[src/rtl/mem_req_sched.sv]
// Memory request scheduler: round-robin arbitration of icache/dcache/store ports onto one memory channel,
// with TID allocation and response routing. Optional build macro MEM_SCHED_STORE_PRIO_EN gives stores priority.
module mem_req_sched #(
  parameter int AddrWidth            = 64,
  parameter int DataWidth            = 64,
  parameter int TidWidth             = 2,
  parameter int MaxOutstandingStores = 7,
  parameter int NrReq                = 3
) (
  input  logic                       clk_i,
  input  logic                       rst_i,
  input  logic [NrReq-1:0]           req_valid_i,
  output logic [NrReq-1:0]           req_ready_o,
  input  logic [NrReq*AddrWidth-1:0] req_addr_i,
  input  logic [DataWidth-1:0]       req_wdata_i,
  input  logic [DataWidth/8-1:0]     req_be_i,
  output logic                       mem_req_valid_o,
  input  logic                       mem_req_ready_i,
  output logic [AddrWidth-1:0]       mem_req_addr_o,
  output logic                       mem_req_we_o,
  output logic [DataWidth-1:0]       mem_req_wdata_o,
  output logic [DataWidth/8-1:0]     mem_req_be_o,
  output logic [TidWidth-1:0]        mem_req_tid_o,
  input  logic                       mem_rsp_valid_i,
  input  logic [TidWidth-1:0]        mem_rsp_tid_i,
  output logic [NrReq-1:0]           rsp_valid_o,
  input  logic                       drain_i,
  output logic                       drain_done_o,
  output logic                       tid_err_o
);

  localparam int NrTags   = 1 << TidWidth;
  localparam int CntWidth = $clog2(MaxOutstandingStores + 1);

  logic [NrTags-1:0]   live;
  logic [1:0]          src [NrTags];
  logic [CntWidth-1:0] store_cnt;
  logic [1:0]          rr_ptr;

  logic                free_found;
  logic [TidWidth-1:0] free_tag;
  logic                base_ok;
  logic [NrReq-1:0]    eligible;
  logic [NrReq-1:0]    grant;
  logic [1:0]          winner;
  logic                grant_any;
  logic                rsp_hit;
  logic [1:0]          rsp_src;
  logic                store_inc;
  logic                store_dec;

  // Lowest-index free tag; responses this cycle do not free a tag until the edge.
  always_comb begin
    free_found = 1'b0;
    free_tag   = '0;
    for (int i = NrTags - 1; i >= 0; i--) begin
      if (!live[i]) begin
        free_found = 1'b1;
        free_tag   = TidWidth'(i);
      end
    end
  end

  assign base_ok     = !rst_i && free_found && !drain_i && (!mem_req_valid_o || mem_req_ready_i);
  assign eligible[0] = req_valid_i[0] && base_ok;
  assign eligible[1] = req_valid_i[1] && base_ok;
  assign eligible[2] = req_valid_i[2] && base_ok && (store_cnt < CntWidth'(MaxOutstandingStores));

  always_comb begin
    grant  = '0;
    winner = 2'd0;
`ifdef MEM_SCHED_STORE_PRIO_EN
    if (eligible[2]) begin
      winner = 2'd2;
    end else if (rr_ptr == 2'd0) begin
      winner = eligible[0] ? 2'd0 : 2'd1;
    end else begin
      winner = eligible[1] ? 2'd1 : 2'd0;
    end
`else
    // Scanning backwards leaves the first eligible port at or after rr_ptr.
    for (int i = NrReq - 1; i >= 0; i--) begin
      if (eligible[(int'(rr_ptr) + i) % NrReq]) begin
        winner = 2'((int'(rr_ptr) + i) % NrReq);
      end
    end
`endif
    if (|eligible) begin
      grant[winner] = 1'b1;
    end
  end

  assign req_ready_o  = grant;
  assign grant_any    = |grant;
  assign rsp_hit      = mem_rsp_valid_i && live[mem_rsp_tid_i];
  assign rsp_src      = src[mem_rsp_tid_i];
  assign store_inc    = grant[2];
  assign store_dec    = rsp_hit && (rsp_src == 2'd2);
  assign drain_done_o = !rst_i && drain_i && !(|live) && !mem_req_valid_o;

  always_ff @(posedge clk_i) begin
    if (rst_i) begin
      live            <= '0;
      for (int i = 0; i < NrTags; i++) src[i] <= 2'd0;
      store_cnt       <= '0;
      rr_ptr          <= 2'd0;
      rsp_valid_o     <= '0;
      tid_err_o       <= 1'b0;
      mem_req_valid_o <= 1'b0;
      mem_req_addr_o  <= '0;
      mem_req_we_o    <= 1'b0;
      mem_req_wdata_o <= '0;
      mem_req_be_o    <= '0;
      mem_req_tid_o   <= '0;
    end else begin
      rsp_valid_o <= '0;
      if (rsp_hit) begin
        rsp_valid_o[rsp_src] <= 1'b1;
        live[mem_rsp_tid_i]  <= 1'b0;
      end else if (mem_rsp_valid_i) begin
        tid_err_o <= 1'b1;
      end

      if (grant_any) begin
        live[free_tag]  <= 1'b1;
        src[free_tag]   <= winner;
        mem_req_valid_o <= 1'b1;
        mem_req_addr_o  <= req_addr_i[winner*AddrWidth +: AddrWidth];
        mem_req_we_o    <= (winner == 2'd2);
        mem_req_wdata_o <= (winner == 2'd2) ? req_wdata_i : '0;
        mem_req_be_o    <= (winner == 2'd2) ? req_be_i : '0;
        mem_req_tid_o   <= free_tag;
`ifdef MEM_SCHED_STORE_PRIO_EN
        if (winner != 2'd2) rr_ptr <= (winner == 2'd0) ? 2'd1 : 2'd0;
`else
        rr_ptr <= (winner == 2'd2) ? 2'd0 : winner + 2'd1;
`endif
      end else if (mem_req_ready_i) begin
        mem_req_valid_o <= 1'b0;
      end

      if (store_inc && !store_dec) begin
        store_cnt <= store_cnt + 1'b1;
      end else if (!store_inc && store_dec) begin
        store_cnt <= store_cnt - 1'b1;
      end
    end
  end

endmodule

[config.mk]
export PLATFORM = sky130hd
export DESIGN_NAME = mem_req_sched
export DESIGN_NICKNAME = d
export VERILOG_FILES = /design/src/rtl/mem_req_sched.sv
export SDC_FILE = /design/constraint.sdc
export NUM_CORES = 1
export LEC_CHECK = 0
export BUFFER_PORTS_ARGS = -buffer_cell sky130_fd_sc_hd__buf_4
export CAP_MARGIN = 20
export CORE_AREA = 5 5 160 162
export CTS_CLUSTER_DIAMETER = 150
export DETAILED_ROUTE_END_ITERATION = 7
export DIE_AREA = 0 0 165 167
export HOLD_SLACK_MARGIN = 0.05
export PLACE_DENSITY_LB_ADDON = 0.1
export REMOVE_ABC_BUFFERS = 1
export SLEW_MARGIN = 15
export SYNTH_ARGS = -nofsm -noshare
export SYNTH_HDL_FRONTEND = slang
export SYNTH_SLANG_ARGS = --single-unit
export TNS_END_PERCENT = 1
[constraint.sdc]
create_clock -name clk_i -period 6.8 [get_ports clk_i]
set_input_delay 1.02 -clock clk_i [delete_from_list [all_inputs] [get_ports clk_i]]
set_output_delay 1.02 -clock clk_i [all_outputs]
set_load 0.02 [all_outputs]
Yosys cells after proc, flatten, opt, wreduce, memory -nomap -nowiden
Memory sizes are Yosys's and may differ from the RTL's.
Cells that the tools add are included.
- $add $sub $neg: 5
- multiply operators: 0
- div/mod/pow operators: 3
- $lt $le $gt $ge: 12
- equality and inequality tests: 2
- shifts and indexed selects: 1
- muxes and demuxes: 49
- bitwise gates (word level): 4
- reductions and logical operators: 33
- operators with widths (cell ; count):
    $shiftx 192x9->64 ; 1
    $lt 32x4->1 const B ; 3
    $mod 32x3->32 const B ; 2
    $mux 64 ; 1
    $mod 3x3->32 const B ; 1
    $mux 1 ; 23
    $mux 2 ; 10
    $logic_and 1x1->1 ; 18
    $lt 2x3->1 const B ; 4
    $mux 4 ; 3
    $mux 3 ; 3
    $bmux 1 s2 ; 4
    $demux 1 s2 ; 4
    $ge 2x1->1 const B ; 4
    $mux 8 ; 1
    $logic_not 1->1 ; 6
    $reduce_or 3->1 ; 2
    $and 4x4->4 ; 1
    $eq 2x2->1 const B ; 2
    $not 4->4 ; 1
    $or 4x4->4 ; 1
    $reduce_bool 2->1 ; 2
    $reduce_or 2->1 ; 2
    $reduce_or 4->1 ; 1
    9 further kinds ; 9
- flip-flop bits (word level): 153
- bits in latches: 0
- bits in writable memories: 8
- bits in read-only memories: 0
- output and inout bits: 148
- logic and storage cells: 121
- memories: 1
- memory list (memory ; words ; width ; read ports ; clocked after memory_dff ; wr ports ; RTL line ; text):
    src ; 4 ; 2 ; 1 ; 0 ; 4 ; 36 ; logic [1:0] src [NrTags];

Logic depth before layout (Yosys ltp)
Gate-level depths: netlist (run 1).
- depth in word-level cells: 26
- mapped depth: 15
- mapped depth without buffers: 13

Worst setup path before layout (run 1)
No wires, ideal clock.
- path type: input to output
- start: input port rst_i
- end: output port drain_done_o
- arrival: 2418 ps
- path slack: 3362 ps
- stages on the path: 3
- cells stage by stage: clkbuf_1 or4b_2 nor4_1
- cells in the longest elaborated chain, start to end: 4
- RTL lines (item ; RTL line ; text):
    start: declaration ; 11 ; input logic rst_i,
    $logic_not 1->1 ; 99 ; assign drain_done_o = !rst_i && drain_i && !(|live) && !mem_req_valid_o;
    $logic_and 1x1->1 (3 in series) ; 99 ;
    end: declaration ; 28 ; output logic drain_done_o,
No other way between the ends.

Worst setup path after layout (run 1)
- start: input port req_valid_i[0]
- end: output port req_ready_o[2]
- cells in the longest elaborated chain, start to end: 12
- elaborated cells on any way between the ends: 20
- RTL lines (item ; RTL line ; text):
    start: declaration ; 12 ; input logic [NrReq-1:0] req_valid_i,
    $logic_and 1x1->1 (*) ; 65 ; assign eligible[0] = req_valid_i[0] && base_ok;
    $bmux 1 s2 ; 83 ; if (eligible[(int'(rr_ptr) + i) % NrReq]) begin
    $mux 1 (not written as such) (2 in series) ; 83 ;
    $mux 2 (3 in series) ; 83 ;
    $lt 2x3->1 (not written as such) / $ge 2x1->1 (equally long branches) ; 89 ; grant[winner] = 1'b1;
    $logic_and 1x1->1 (not written as such) ; 89 ;
    $mux 1 (not written as such) ; 89 ;
    $demux 1 s2 ; 89 ;
    $mux 3 (*) ; 88 ; if (|eligible) begin
    end: declaration ; 13 ; output logic [NrReq-1:0] req_ready_o,
Every way passes the cells marked *; elsewhere a longest branch is shown, timed or not. The select of a mux whose other input is x is not followed.

==> flow_summary.json, run 1 <==
{
  "outcome": "completed",
  "required_ps": 5780,
  "worst_pin_slew_ps": 929.5,
  "final.min_clock_period_ps": 4037,
  "synth.area.top_cells": "dfxtp_1 (50%), a22o_1 (17%), a221o_1 (7.5%)",
  "slew_headroom": 0.3803,
  "fin_tns_setup_ps": 0,
  "synth_top_cell_area_share": 0.4980,
  "worstSetupPathType": "input port to output port",
  "synth_ff_type": "dfxtp_1",
  "htree_levels": 4,
  "grt_pass1_wl_um": 37520,
  "die_y_um": 167,
  "hpwl_um": 19000,
  "netlist_area_sq_mm": 0.006151,
  "cts_buffers": 17,
  "portBuffers": 421,
  "hold_viol_final": 0,
  "seq_area_frac_synth": 0.5370,
  "vdd_drop_max_mv": 0.1570,
  "place_inst": 1233,
  "avgViaCountPerCell": 4.699,
  "crit_family": "buffers and inverters",
  "top_usage_layer": "met2",
  "crit_cells": 7,
  "clk_latency_ps": 430,
  "drive_gt1_frac": 0.4973,
  "post-route-cell-area_sq_mm": 0.01008,
  "met3_usage": 0.08181,
  "drc": 0,
  "yosys.area.top_type": "dfxtp_1",
  "start_kind": "input port",
  "drtPass1Iterations": 4,
  "nFillCells": 2428,
  "ios": 422,
  "cp_num_buf_inv": 3,
  "synth.most_common_cell": "dfxtp_1",
  "worst-path-max-fanout": 81,
  "maxCapViolCount": 0,
  "grt_max_degree": 82,
  "grt_use_total": 0.1780,
  "grt_antenna_before_repair": 1,
  "worstReg2RegStart": "rr_ptr[0]$_SDFFE_PP0N_",
  "r2r_slack_ps": 3180,
  "fin_nets": 1206,
  "die_w_um": 165,
  "max-clock-path-buffers": 2,
  "final_cells": 1266,
  "setup_viol": 0,
  "grt-ovfl-total": 0,
  "worstPathArrival_ps": 3020,
  "rows": 57,
  "ff2ff_path_depth": 13,
  "fp.coreArea_sq_mm": 0.02396,
  "utilization": 0.4206,
  "synth.distinct_cells": 39,
  "ys_top_cells_by_count": "dfxtp_1 (153), a22o_1 (117), a221o_1 (46)",
  "startpoint": "req_valid_i[0]",
  "netlist_instances": 530,
  "hp-class": "flop to flop",
  "p_total_mw": 2.519,
  "slowest_delay_ps": 670,
  "hold_buffers": 0,
  "async_flop_share": 0,
  "crit_top_cell": "buf_4",
  "initial_core_util": 0.2567,
  "grt_pass1_vias": 6300,
  "crit_path_top_delay_cell": "inv_4",
  "finalMaxSlewViolations": 0,
  "postRouteWirelength_um": 25710,
  "leakage_nw": 4.812,
  "cts_setup_buffers": 0,
  "clock-sinks": 161,
  "num_vias": 5949,
  "synth_edf_count": 8,
  "endpoint": "req_ready_o[2]",
  "yosysWarnings": 0,
  "die_area_sq_mm": 0.02756,
  "reg2reg_to": "store_cnt[2]$_SDFFE_PP0P_",
  "drtIter0Drc": 360,
  "rsz0062_at_grt": "no",
  "fin_worst_skew_ps": 17.68,
  "syn_avg_cell_area_sq_um": 11.61,
  "place_congestion": 0.7741,
  "ctsResizeCount": 0,
  "finalCritPeriodShare": 0.5937,
  "post_drt_wl_per_cell_um": 20.31,
  "critical_path.cell_chain": "buf_4 > nor2b_1 > o21ai_0 > a21oi_1 > nand2_1 > inv_4 > buf_4",
  "clkTransAtPathRegs_ps": 60,
  "power_density_mw_per_mm2": 250.0,
  "cts_tree": "done",
  "cts_root_buf": "clkbuf_16",
  "use_met1": 0.1967,
  "postPlaceCellArea_sq_mm": 0.009470,
  "drtAntennaViolNets": 0,
  "timing.fmax_mhz": 247.7,
  "synth_seq_cells": 161,
  "syn_to_final_growth_pct": 63.85,
  "critPathCaptureType": "output port",
  "grtUsageMet2": 0.3036
}
## kinds of logic after synthesis
logic type	after synthesis	share of synthesized area
multiplexers	23	0.04353
buffers and inverters	58	0.05675
AND/OR/NAND/NOR	63	0.05390
adder cells (fa/ha/maj)	4	0.009358
AO/OA/AOI/OAI	219	0.2966
flip-flops	161	0.5370
XOR/XNOR	2	0.002848
## worst min path at each step
| stage | startpoint | to | slack [ps] | depth (start not counted) |
|---|---|---|---|---|
| after floorplan | rr_ptr[1]$_SDFFE_PP0N_ | rr_ptr[1]$_SDFFE_PP0N_ | 440 | 2 |
| after global placement | mem_req_we_o$_SDFFE_PP0N_ | mem_req_we_o$_SDFFE_PP0N_ | 440 | 2 |
| after detailed placement | mem_req_we_o$_SDFFE_PP0N_ | mem_req_we_o$_SDFFE_PP0N_ | 440 | 2 |
| after CTS | mem_req_we_o$_SDFFE_PP0N_ | mem_req_we_o$_SDFFE_PP0N_ | 460 | 2 |
| after global routing | mem_req_we_o$_SDFFE_PP0N_ | mem_req_we_o$_SDFFE_PP0N_ | 470 | 2 |
| final | mem_req_we_o$_SDFFE_PP0N_ | mem_req_we_o$_SDFFE_PP0N_ | 460 | 2 |
## worst min-delay path, stage by stage, from the launching register on
cell     delay [ps]
dfxtp_1         310
nand2_1          50
nand2_1          50
## per-stage QoR
| stage | hold slack (ps) | worst slack [ps] |
|---|---|---|
| 3_5_place_dp | 441.1 | 2673 |
| 6_report | 455.1 | 2763 |
| 3_3_place_gp | 441.4 | 2671 |
| 5_1_grt | 470.8 | 2525 |
| 2_1_floorplan | 439.2 | -206.6 |
| 4_1_cts | 457.4 | 2724 |
## per-layer routing
metal / vias up / wire length [um] / share of wire
met4: 0 / 483 / 0.019
met3: 27 / 2628 / 0.10
met5: - / 0 / 0
met1: 2790 / 9680 / 0.38
met2: 261 / 12920 / 0.50
li1: 2871 / - / -
## registers in the layout (all words and copies together), names as in the netlist
signal,flops
live,4
mem_req_addr_o,64
mem_req_be_o,8
mem_req_tid_o,2
mem_req_valid_o,1
mem_req_wdata_o,64
mem_req_we_o,1
rr_ptr,2
rsp_valid_o,3
src,8
store_cnt,3
tid_err_o,1
## cell type report
| cell class | count | area (sq um) | share of cell area |
|---|---|---|---|
| antenna | 1 | 2.502 | 0.0002483 |
| clock buffer | 20 | 467.9 | 0.04643 |
| clock inverter | 12 | 137.6 | 0.01366 |
| inverter | 10 | 40.04 | 0.003973 |
| multi-input combinational | 311 | 2516 | 0.2497 |
| sequential | 161 | 3303 | 0.3277 |
| tap | 324 | 405.4 | 0.04022 |
| timing repair buffer | 427 | 3206 | 0.3181 |
## cell usage in the layout, fill, tap and decap left out, types with 3 or more instances in the layout
cell type  instances
edfxtp_1           8
nand2_1           17
o21ai_0           17
mux4_2             3
nor2_1            14
buf_4            427
inv_1              8
a221o_1           46
clkinv_4           3
o21ai_1           12
ha_1               3
inv_6              4
a21oi_1            4
a22oi_1           19
dfxtp_1          153
nand2b_1           9
mux2i_1           20
nor2b_1            3
clkbuf_16         18
a22o_1           117
## report_power, final
group	internal, mW	switching (mW)	total, mW
clock network	0.552	0.439	0.991
logic	0.249	0.222	0.471
registers	1.02	0.0396	1.06
total	1.82	0.701	2.52
Power figures use the tool's default switching activity.
==> run 2, diff against run 1 <==
==> constraint.sdc (replaced) <==
create_clock -name clk_i -period 3.65 [get_ports clk_i]
set_input_delay 0.5475 -clock clk_i [delete_from_list [all_inputs] [get_ports clk_i]]
set_output_delay 0.5475 -clock clk_i [all_outputs]
set_load 0.02 [all_outputs]
==> flow_summary.json, run 2 (synthesis gave the netlist of run 1 again) <==
{
  "clk_latency_ps": 420,
  "slew_headroom": 0.4108,
  "drtIter0Drc": 337,
  "clock-sinks": 161,
  "hold_buffers": 0,
  "worst-path-max-fanout": 22,
  "power.internal_mw": 3.489,
  "hp-class": "input port to flop",
  "rsz0062_at_grt": "no",
  "vdd_drop_max_mv": 0.2363,
  "ios": 422,
  "ff2ff_path_depth": 13,
  "worstSetupPathType": "flop to output port",
  "fin_worst_skew_ps": 16.32,
  "p_switching_mw": 1.303,
  "maxCapViolCount": 0,
  "final_cells": 1268,
  "outcome": "completed",
  "drtAntennaViolNets": 0,
  "ctsResizeCount": 0,
  "p_clk_frac": 0.406,
  "critPathCaptureType": "output port",
  "switching_share": 0.2720,
  "required_ps": 3100,
  "worstPathArrival_ps": 2780,
  "initial_core_util": 0.2567,
  "worst_pin_slew_ps": 883.8,
  "syn_to_final_growth_pct": 64.89,
  "timing.fmax_mhz": 300.7,
  "fp.coreArea_sq_mm": 0.02396,
  "grt_use_total": 0.1738,
  "max-clock-path-buffers": 2,
  "die_area_sq_mm": 0.02756,
  "grt-ovfl-total": 0,
  "cts_buffers": 17,
  "leakage_nw": 4.850,
  "pwr-share-comb": 0.184,
  "nFillCells": 2398,
  "drc": 0,
  "cts_root_buf": "clkbuf_16",
  "portBuffers": 421,
  "finalCritPeriodShare": 0.9112,
  "grt_max_degree": 114,
  "grt_antenna_before_repair": 1,
  "setup_viol": 0,
  "num_vias": 6015,
  "whs_path_depth": 2,
  "die_y_um": 167,
  "postRouteWirelength_um": 25260,
  "final.min_clock_period_ps": 3326,
  "grt_pass1_vias": 6156,
  "hpwl_um": 18630,
  "cts_tree": "done",
  "avgViaCountPerCell": 4.744,
  "reg.largest.list": "mem_req_addr_o: 64 flops, mem_req_wdata_o: 64 flops",
  "post_drt_wl_per_cell_um": 19.92,
  "pwr-share-seq": 0.410,
  "p_total_mw": 4.792,
  "power_density_mw_per_mm2": 472.5,
  "start_kind": "flop",
  "drtPass1Iterations": 5,
  "cts_setup_buffers": 0,
  "drive_gt1_frac": 0.4995,
  "clkTransAtPathRegs_ps": 80,
  "place_congestion": 0.7918,
  "utilization": 0.4232,
  "place_inst": 1236,
  "grt_pass1_wl_um": 36760,
  "die_w_um": 165,
  "rows": 57,
  "finalMaxSlewViolations": 0,
  "final_common_cell": "buf_4",
  "hold_viol_final": 0,
  "htree_levels": 4,
  "final_cell_mix": "buf_4 (429), dfxtp_1 (153), a22o_1 (117)",
  "fin_nets": 1209
}
==> run 2: critical path, stage by stage (launching register included) <==
cell and delay, ps:
dfxtp_1 330, inv_1 50, ha_1 300, nor2b_1 170, o21ai_0 90, a21oi_1 320
nand2_1 250, inv_4 280, buf_4 340, buf_4 200
==> run 2: final cells by class <==
cell class                      instances  area, sq um  share of cell area
Antenna cell                            1        2.502           0.0002467
Clock buffer                           18        439.2             0.04330
Clock inverter                         13        195.2             0.01925
Inverter                               10        40.04            0.003948
Multi-Input combinational cell        311         2516              0.2481
Sequential cell                       161         3303              0.3257
Tap cell                              324        405.4             0.03997
Timing Repair Buffer                  430         3241              0.3195
==> run 2: per-stage QoR <==
| stage | setup slack (ps) | hold WS, ps | setup TNS [ps] | instance area (sq um) |
|---|---|---|---|---|
| after global placement | 572.2 | 447.3 | 0 | 9505 |
| after floorplan | -2884 | 439.2 | -391860 | 5839 |
| final | 324.2 | 334.4 | 0 | 10140 |
| after CTS | 281.0 | 307.0 | 0 | 10140 |
| after global routing | 86.91 | 303.5 | 0 | 10140 |
| after detailed placement | 534.8 | 442.0 | 0 | 9505 |
==> run 2: path summary, 6_finish.rpt <==
| check | end | startpoint | slack [ps] |
|---|---|---|---|
| worst max register to register | store_cnt[2]$_SDFFE_PP0P_ | rr_ptr[0]$_SDFFE_PP0N_ | 500 |
| worst min register to register | mem_req_we_o$_SDFFE_PP0N_ | mem_req_we_o$_SDFFE_PP0N_ | 450 |
| worst min-delay path | mem_req_wdata_o[18]$_SDFFE_PP0N_ | req_wdata_i[18] | 330 |
| worst max-delay path | req_ready_o[2] | rr_ptr[0]$_SDFFE_PP0N_ | 320 |
==> run 2: power by group through the flow <==
stage	clock [mW]	combinational [mW]	sequential (mW)
2_1_floorplan	0	0.241	2.14
3_3_place_gp	0	0.896	2.01
3_5_place_dp	0	0.893	2.00
4_1_cts	2.01	0.895	1.97
5_1_grt	2.09	0.943	1.98
6_report	1.94	0.882	1.97
==> run 2: per-layer routing <==
| layer | global-route usage | share of wire | vias up |
|---|---|---|---|
| met4 | 0.05389 | 0.017 | 0 |
| met5 | 0 | 0 | - |
| met3 | 0.06747 | 0.095 | 31 |
| li1 | - | - | 2875 |
| met2 | 0.2949 | 0.50 | 259 |
| met1 | 0.2007 | 0.39 | 2850 |
